## config.mk

```make
export PLATFORM = sky130hd
export DESIGN_NAME = pipe_hazard_ctrl
export DESIGN_NICKNAME = d
export VERILOG_FILES = /design/src/rtl/pipe_hazard_ctrl.sv
export SDC_FILE = /design/constraint.sdc
export NUM_CORES = 1
export LEC_CHECK = 0
export ABC_AREA = 1
export ABC_CLOCK_PERIOD_IN_PS = 3100
export CAP_MARGIN = 0
export CORE_MARGIN = 5
export CORE_UTILIZATION = 40
export CTS_CLUSTER_DIAMETER = 40
export CTS_CLUSTER_SIZE = 16
export DETAILED_ROUTE_END_ITERATION = 12
export PLACE_DENSITY = 0.81
export SKIP_CTS_REPAIR_TIMING = 1
export SLEW_MARGIN = 40
export SYNTH_ARGS = -nofsm -noshare
export SYNTH_HDL_FRONTEND = slang
export SYNTH_SLANG_ARGS = --single-unit
```

## constraint.sdc

```tcl
create_clock -name clk -period 3.1 [get_ports clk]
set_input_delay 0.62 -clock clk [delete_from_list [all_inputs] [get_ports clk]]
set_output_delay 0.62 -clock clk [all_outputs]
set_load 0.01 [all_outputs]
```

## src/rtl/pipe_hazard_ctrl.sv

```systemverilog
// Hazard and pipeline-sequencing controller for the 5-stage pipeline:
// data-hazard stalls, redirect flush, multi-cycle MDU hold, interrupt drain/take and exceptions.
module pipe_hazard_ctrl #(
  parameter int unsigned RA_W      = 5,
  parameter int unsigned MDU_LAT   = 8,
  parameter bit          FWD_EN    = 1'b1,
  parameter int unsigned DRAIN_CYC = 2
) (
  input  logic            clk,
  input  logic            reset,
  input  logic [RA_W-1:0] id_rs,
  input  logic [RA_W-1:0] id_rt,
  input  logic            id_use_rs,
  input  logic            id_use_rt,
  input  logic            id_early,
  input  logic            id_redirect,
  input  logic            ex_wr,
  input  logic            ex_load,
  input  logic [RA_W-1:0] ex_wa,
  input  logic            mem_wr,
  input  logic            mem_load,
  input  logic [RA_W-1:0] mem_wa,
  input  logic            mdu_start,
  input  logic            irq,
  input  logic            exc,
  output logic            stall_pc,
  output logic            stall_ifid,
  output logic            bubble_idex,
  output logic            hold_ex,
  output logic            flush_ifid,
  output logic            flush_front,
  output logic            take_irq,
  output logic            take_exc,
  output logic            mdu_busy,
  output logic [1:0]      state_o
);

  localparam int unsigned MC_W = $clog2(MDU_LAT + 1);
  localparam int unsigned DC_W = $clog2(DRAIN_CYC + 1);

  typedef enum logic [1:0] {
    S_RUN   = 2'd0,
    S_MDU   = 2'd1,
    S_DRAIN = 2'd2,
    S_TAKE  = 2'd3
  } state_e;

  state_e          state_q, state_d;
  logic [MC_W-1:0] mdu_cnt_q, mdu_cnt_d;
  logic [DC_W-1:0] drain_cnt_q, drain_cnt_d;
  logic            irq_pend_q, irq_pend_d;
  logic            exc_pend_q, exc_pend_d;
  logic            take_exc_q, take_exc_d;

  logic m_ex, m_mem, data_stall;

  // Register 0 is hardwired, so a write to it never creates a dependency.
  always_comb begin
    m_ex  = (ex_wa != '0) &&
            ((id_use_rs && (id_rs == ex_wa)) || (id_use_rt && (id_rt == ex_wa)));
    m_mem = (mem_wa != '0) &&
            ((id_use_rs && (id_rs == mem_wa)) || (id_use_rt && (id_rt == mem_wa)));
    data_stall = (ex_wr && m_ex && (ex_load || id_early)) ||
                 (id_early && mem_load && mem_wr && m_mem) ||
                 (!FWD_EN && ((ex_wr && m_ex) || (mem_wr && m_mem)));
  end

  always_comb begin
    state_d     = state_q;
    mdu_cnt_d   = mdu_cnt_q;
    drain_cnt_d = drain_cnt_q;
    irq_pend_d  = irq_pend_q;
    exc_pend_d  = exc_pend_q;
    take_exc_d  = take_exc_q;
    stall_pc    = 1'b0;
    stall_ifid  = 1'b0;
    bubble_idex = 1'b0;
    hold_ex     = 1'b0;
    flush_ifid  = 1'b0;
    flush_front = 1'b0;
    take_irq    = 1'b0;
    take_exc    = 1'b0;
    mdu_busy    = 1'b0;
    state_o     = state_q;

    case (state_q)
      S_RUN: begin
        stall_pc    = data_stall;
        stall_ifid  = data_stall;
        bubble_idex = data_stall;
        // A stalled redirect stays in ID, so it is naturally retried once the stall clears.
        flush_ifid  = id_redirect && !data_stall;
        if (irq) irq_pend_d = 1'b1;
        if (exc) begin
          state_d    = S_TAKE;
          take_exc_d = 1'b1;
        end else if (mdu_start) begin
          state_d   = S_MDU;
          mdu_cnt_d = MC_W'(MDU_LAT - 1);
        end else if (irq_pend_q) begin
          state_d     = S_DRAIN;
          drain_cnt_d = DC_W'(DRAIN_CYC);
        end
      end
      S_MDU: begin
        hold_ex    = 1'b1;
        stall_pc   = 1'b1;
        stall_ifid = 1'b1;
        mdu_busy   = 1'b1;
        mdu_cnt_d  = mdu_cnt_q - MC_W'(1);
        if (irq) irq_pend_d = 1'b1;
        if (exc) exc_pend_d = 1'b1;
        if (mdu_cnt_q == MC_W'(1)) begin
          if (exc_pend_q || exc) begin
            state_d    = S_TAKE;
            take_exc_d = 1'b1;
            exc_pend_d = 1'b0;
          end else begin
            state_d = S_RUN;
          end
        end
      end
      S_DRAIN: begin
        stall_pc    = 1'b1;
        stall_ifid  = 1'b1;
        bubble_idex = 1'b1;
        drain_cnt_d = drain_cnt_q - DC_W'(1);
        if (exc) begin
          state_d    = S_TAKE;
          take_exc_d = 1'b1;
        end else if (drain_cnt_q == DC_W'(1)) begin
          state_d    = S_TAKE;
          take_exc_d = 1'b0;
        end
      end
      S_TAKE: begin
        flush_front = 1'b1;
        take_exc    = take_exc_q;
        take_irq    = !take_exc_q;
        // An exception take leaves a pending interrupt for service after return.
        if (!take_exc_q) irq_pend_d = 1'b0;
        state_d = S_RUN;
      end
      default: state_d = S_RUN;
    endcase

    if (reset) begin
      stall_pc    = 1'b0;
      stall_ifid  = 1'b0;
      bubble_idex = 1'b0;
      hold_ex     = 1'b0;
      flush_ifid  = 1'b0;
      flush_front = 1'b0;
      take_irq    = 1'b0;
      take_exc    = 1'b0;
      mdu_busy    = 1'b0;
      state_o     = '0;
    end
  end

  always_ff @(posedge clk) begin
    if (reset) begin
      state_q     <= S_RUN;
      mdu_cnt_q   <= '0;
      drain_cnt_q <= '0;
      irq_pend_q  <= 1'b0;
      exc_pend_q  <= 1'b0;
      take_exc_q  <= 1'b0;
    end else begin
      state_q     <= state_d;
      mdu_cnt_q   <= mdu_cnt_d;
      drain_cnt_q <= drain_cnt_d;
      irq_pend_q  <= irq_pend_d;
      exc_pend_q  <= exc_pend_d;
      take_exc_q  <= take_exc_d;
    end
  end

endmodule

```

-- Yosys cells after proc, flatten, opt, wreduce, memory -nomap -nowiden
Index checks and enable logic that the tools add are counted.
- add/subtract/negate cells: 2
- equality and inequality tests: 20
- mux-type cells: 41
- reduce and logical (&&, ||, !) cells: 33
- operators with widths (cell ; count):
    2-to-1 mux 1 bit ; 22
    equality test 5 bit ; 4
    2-to-1 mux 2 bit ; 10
    inequality test 2 bit (second input constant) ; 8
    logical AND 1 bit ; 12
    nonzero test 5 bit ; 2
    AND reduction 3 bit ; 3
    2-to-1 mux 4 bit ; 2
    one-hot mux 2 bit (4 select lines) ; 1
    one-hot mux 4 bit (2 select lines) ; 1
    one-hot mux 1 bit (2 select lines) ; 3
    nonzero test 2 bit ; 3
    logical OR 1 bit ; 5
    AND reduction 5 bit ; 1
    equality test 2 x 1 -> 1 bit (second input constant) ; 2
    equality test 2 bit (second input constant) ; 2
    equality test 4 x 1 -> 1 bit (second input constant) ; 1
    inequality test 4 bit (second input constant) ; 1
    one-hot mux 2 bit (2 select lines) ; 1
    AND reduction 4 bit ; 1
    OR reduction 2 bit ; 2
    subtractor 4 x 1 -> 4 bit (second input constant) ; 1
    inequality test 3 bit (second input constant) ; 1
    one-hot mux 1 bit (3 select lines) ; 1
    5 further kinds ; 6
- register bits: 11
- input port bits: 33
- output and inout bits: 11
- logic and storage cells: 102

-- Longest topological paths before layout
- word-level depth: 11
- mapped depth: 11
- depth with buffers taken out: 10

-- Worst setup path before layout
OpenSTA, ideal clock, no wires.
- kind: input to output
- from: input ex_wa[0]
- to: output stall_pc
- arrival time: 1574 ps
- data required time: 2480 ps
- path slack: 906 ps
- stages on the path: 10
- path buffers: 1
- cell sequence: inv_1 > nor2_1 > nor2_1 > nand3_1 > nand2_1 > nand2_1 > nand2_1 > nand2_1 > a21oi_1 > buf_4
- longest elaborated chain between the ends: 9
- elaborated cells on any way between the ends: 12
- those cells by class: 2 x eq/ne; 2 x mux; 8 x reduce/logical
- RTL lines (element ; line ; text):
    from (decl) ; 19 ; input logic [RA_W-1:0] ex_wa,
    equality test 5 bit ; 60 ; ((id_use_rs && (id_rs == ex_wa)) || (id_use_rt && (id_rt == ex_wa)));
    logical AND 1 bit ; 60 ;
    logical OR 1 bit ; 60 ;
    logical AND 1 bit * ; 59 ; m_ex = (ex_wa != '0) &&
    logical AND 1 bit * (2 in a row) ; 63 ; data_stall = (ex_wr && m_ex && (ex_load || id_early)) ||
    logical OR 1 bit * ; 63 ;
    one-hot mux 1 bit (2 select lines) * ; - ;
    2-to-1 mux 1 bit * ; - ;
    to (decl) ; 26 ; output logic stall_pc,
Mark *: on every way between the ends. The rest lies on a longest branch, timed or not.

-- Worst setup path after layout
- from: input ex_wa[4]
- to: output bubble_idex
- longest elaborated chain between the ends: 9
- elaborated cells on any way between the ends: 12
- those cells by class: 2 x eq/ne; 2 x mux; 8 x reduce/logical
- RTL lines (element ; line ; text):
    equality test 5 bit ; 60 ;
    logical AND 1 bit ; 60 ;
    logical OR 1 bit ; 60 ;
    logical AND 1 bit * ; 59 ;
    logical AND 1 bit * (2 in a row) ; 63 ;
    logical OR 1 bit * ; 63 ;
    one-hot mux 1 bit (2 select lines) * ; 86 ; case (state_q)
    2-to-1 mux 1 bit * ; 147 ; if (reset) begin
    to (decl) ; 28 ; output logic bubble_idex,
Marked as above.

==> results.sh <==
export IMPL_grt_max_degree=11
export IMPL_final_common_cell="nand2_1"
export IMPL_fin_crit_sh_pct=89.3
export IMPL_htreeDepth=1
export IMPL_drv_slew=0
export IMPL_synth_top_area_share_pct=23.9
export IMPL_min_from="exc_pend_q$_SDFFE_PP0P_"
export IMPL_clock_sinks=11
export IMPL_synth_area_sq_um=1180
export IMPL_finalClockSkew_ns=0.00170
export IMPL_n_antenna_cell=0
export IMPL_finalWorstPathRequiredPeriod_ns=2.77
export IMPL_avgSynthCellArea_sq_um=5.54
export IMPL_clock_path_buffers=2
export IMPL_synthTopCellsByArea="nand2_1 (24%), dfxtp_1 (19%), inv_1 (11%)"
export IMPL_dp_cells=289
export IMPL_stdcell_area_sq_um=1710
export IMPL_ys_seq_area_share_pct=18.7
export IMPL_syn_nets=254
export IMPL_vias=1402
export IMPL_finalHoldViolCount=0
export IMPL_syn2layout_area_growth_pct=44.8
export IMPL_antenna_found_initial=0
export IMPL_end_kind="output port"
export IMPL_fmax_ghz=0.361
export IMPL_worst_setup_path_type="in -> out"
export IMPL_wl_mm=3.11
export IMPL_min_to="exc_pend_q$_SDFFE_PP0P_"
export IMPL_r2r_slack_ns=1.42
export IMPL_ys_ff_latch=11
export IMPL_startpoint_type="input pin"
export IMPL_vias_per_cell=4.78
export IMPL_syn_inst=213
export IMPL_die_area_sq_um=4140
export IMPL_drv_cap=0
export IMPL_setup_ws_ns=0.332
export IMPL_gp_congestion=0.899
export IMPL_dp_slack_ns=-0.0807
export IMPL_drtIter0Drc=91
export IMPL_grt_first_pass_wirelength_mm=5.00
export IMPL_remaining_drc_errors=0
export IMPL_clk_pin_slew_ns=0.07
export IMPL_yosysUniqueCellTypes=26
export IMPL_rows=19
export IMPL_p_per_area_nw_per_um2=577
export IMPL_antenna_left=0
export IMPL_holdWs_ns=0.466
export IMPL_grt_overflow_total=0
export IMPL_finish_utilization_pct=61.4
export IMPL_worstPathArrival_ns=2.15
export IMPL_reg2regPathDepth=8
export IMPL_hold_depth=2
export IMPL_clk_latency_ns=0.28
export IMPL_r2r_end="drain_cnt_q[1]$_SDFFE_PP0P_"
export IMPL_yosysWarnings=0
export IMPL_drive_gt1_share_pct=9.54
export IMPL_r2r_start="state_q[0]$_SDFFE_PP0P_"
export IMPL_place_area_sq_um=1670
export IMPL_ir_worst_vdd_mv=0.598
export IMPL_cts_made_buffers=3
export IMPL_worst_hold_path_type="reg -> reg"
export IMPL_setup_viol_count_final=0
export IMPL_dieWidth_microns=64.3
export IMPL_core_area_sq_um=2780
export IMPL_nNetsFinal=304
export IMPL_layout_common_cells="nand2_1 (75), clkdlybuf4s50_1 (39), inv_1 (34)"
export IMPL_cts_root_buf="clkbuf_4"
export IMPL_setup_tns_final_ns=0
export IMPL_worst_ep_required_time_ns=2.48
export IMPL_rsz0062_at_grt="false"
export IMPL_grt_pass1_vias=1206
export IMPL_run_status="finished clean"
export IMPL_cellLeakagePower_nw=0.938
export IMPL_finalPower_mw=0.985
export IMPL_final_instance_count_excl_fill=293
export IMPL_worstMarginPinSlew_ns=0.345
export IMPL_drt_wirelength_per_cell_microns=10.6
export IMPL_ios=44
export IMPL_place_detailed_hpwl_mm=2.62
export IMPL_crit_path_max_fanout=4
export IMPL_yosysTopAreaCell="nand2_1"
export IMPL_slew_headroom_pct=77.0
export IMPL_io_buffers=43
export IMPL_grtUsageTotal_pct=14.6
export IMPL_cts_tree="done"
export IMPL_start_util_pct=42.4
export IMPL_dieHeight_microns=64.3
export IMPL_first_pass_iters=4
## cell type report
class	instances	area, sq um
clock buffer	4	26.3
tap	31	38.8
timing repair buffer	48	478
fill	270	1070
multi-input combinational	162	806
sequential	11	220
inverter	37	139
## how the worst max path moves through the flow
| stage | startpoint | end |
|---|---|---|
| floorplan | ex_wa[0] | stall_pc |
| global route | mem_wa[2] | bubble_idex |
| finish | ex_wa[4] | bubble_idex |
| CTS | ex_wa[4] | stall_ifid |
| detailed placement | ex_wa[4] | stall_ifid |
| global placement | mem_wa[2] | stall_pc |
## metal layers
metal	track usage [%]	wire, microns
met5	0	0
met4	3.05	12
met3	4.55	252
met2	23.0	1410
met1	19.6	1430
## cells by family after synthesis
kind of cell               after synthesis  share of synthesized area [%]
AOI/OAI and AO/OA                       28                           15.6
adders and majority gates                8                           8.48
buffers and inverters                   40                           13.4
DFF                                     11                           18.7
and+or+nand+nor                        126                           43.9
## worst max-delay path, cell delays in order
cell             delay (ns)
clkdlybuf4s50_1        0.53
inv_1                  0.07
nand2_1                0.06
nand2_1                0.05
nor2_1                 0.12
nand3_1                0.09
nand2_1                0.07
nand2_1                0.04
nand2_1                0.07
nand2_1                0.09
a21oi_1                0.15
dlymetal6s2s_1         0.18
## synth_stat cells, drive strengths merged
| master | count |
|---|---|
| nand2 | 78 |
| inv | 37 |
| nor2 | 29 |
| a21oi | 13 |
| dfxtp | 11 |
| nand3 | 11 |
| ha | 8 |
| o21ai | 7 |
| nand4 | 4 |
| a31oi | 2 |
| buf | 2 |
| nor3 | 2 |
| o21a | 2 |
| o21bai | 2 |
| a211oi | 1 |
| a311oi | 1 |
| clkbuf | 1 |
| nand3b | 1 |
| or2 | 1 |
## flip-flops by register name, summed over array words and instances (netlist names)
| signal | cells |
|---|---|
| mdu_cnt_q | 4 |
| drain_cnt_q | 2 |
| state_q | 2 |
| exc_pend_q | 1 |
| irq_pend_q | 1 |
| take_exc_q | 1 |
## report_power, final
| group | internal (mW) | switching, mW | leakage, nW |
|---|---|---|---|
| clock network | 0.0500 | 0.0542 | 0.0150 |
| registers | 0.201 | 0.0391 | 0.0911 |
| logic | 0.272 | 0.369 | 0.832 |
Note: power is estimated with default switching activity, not from simulation.
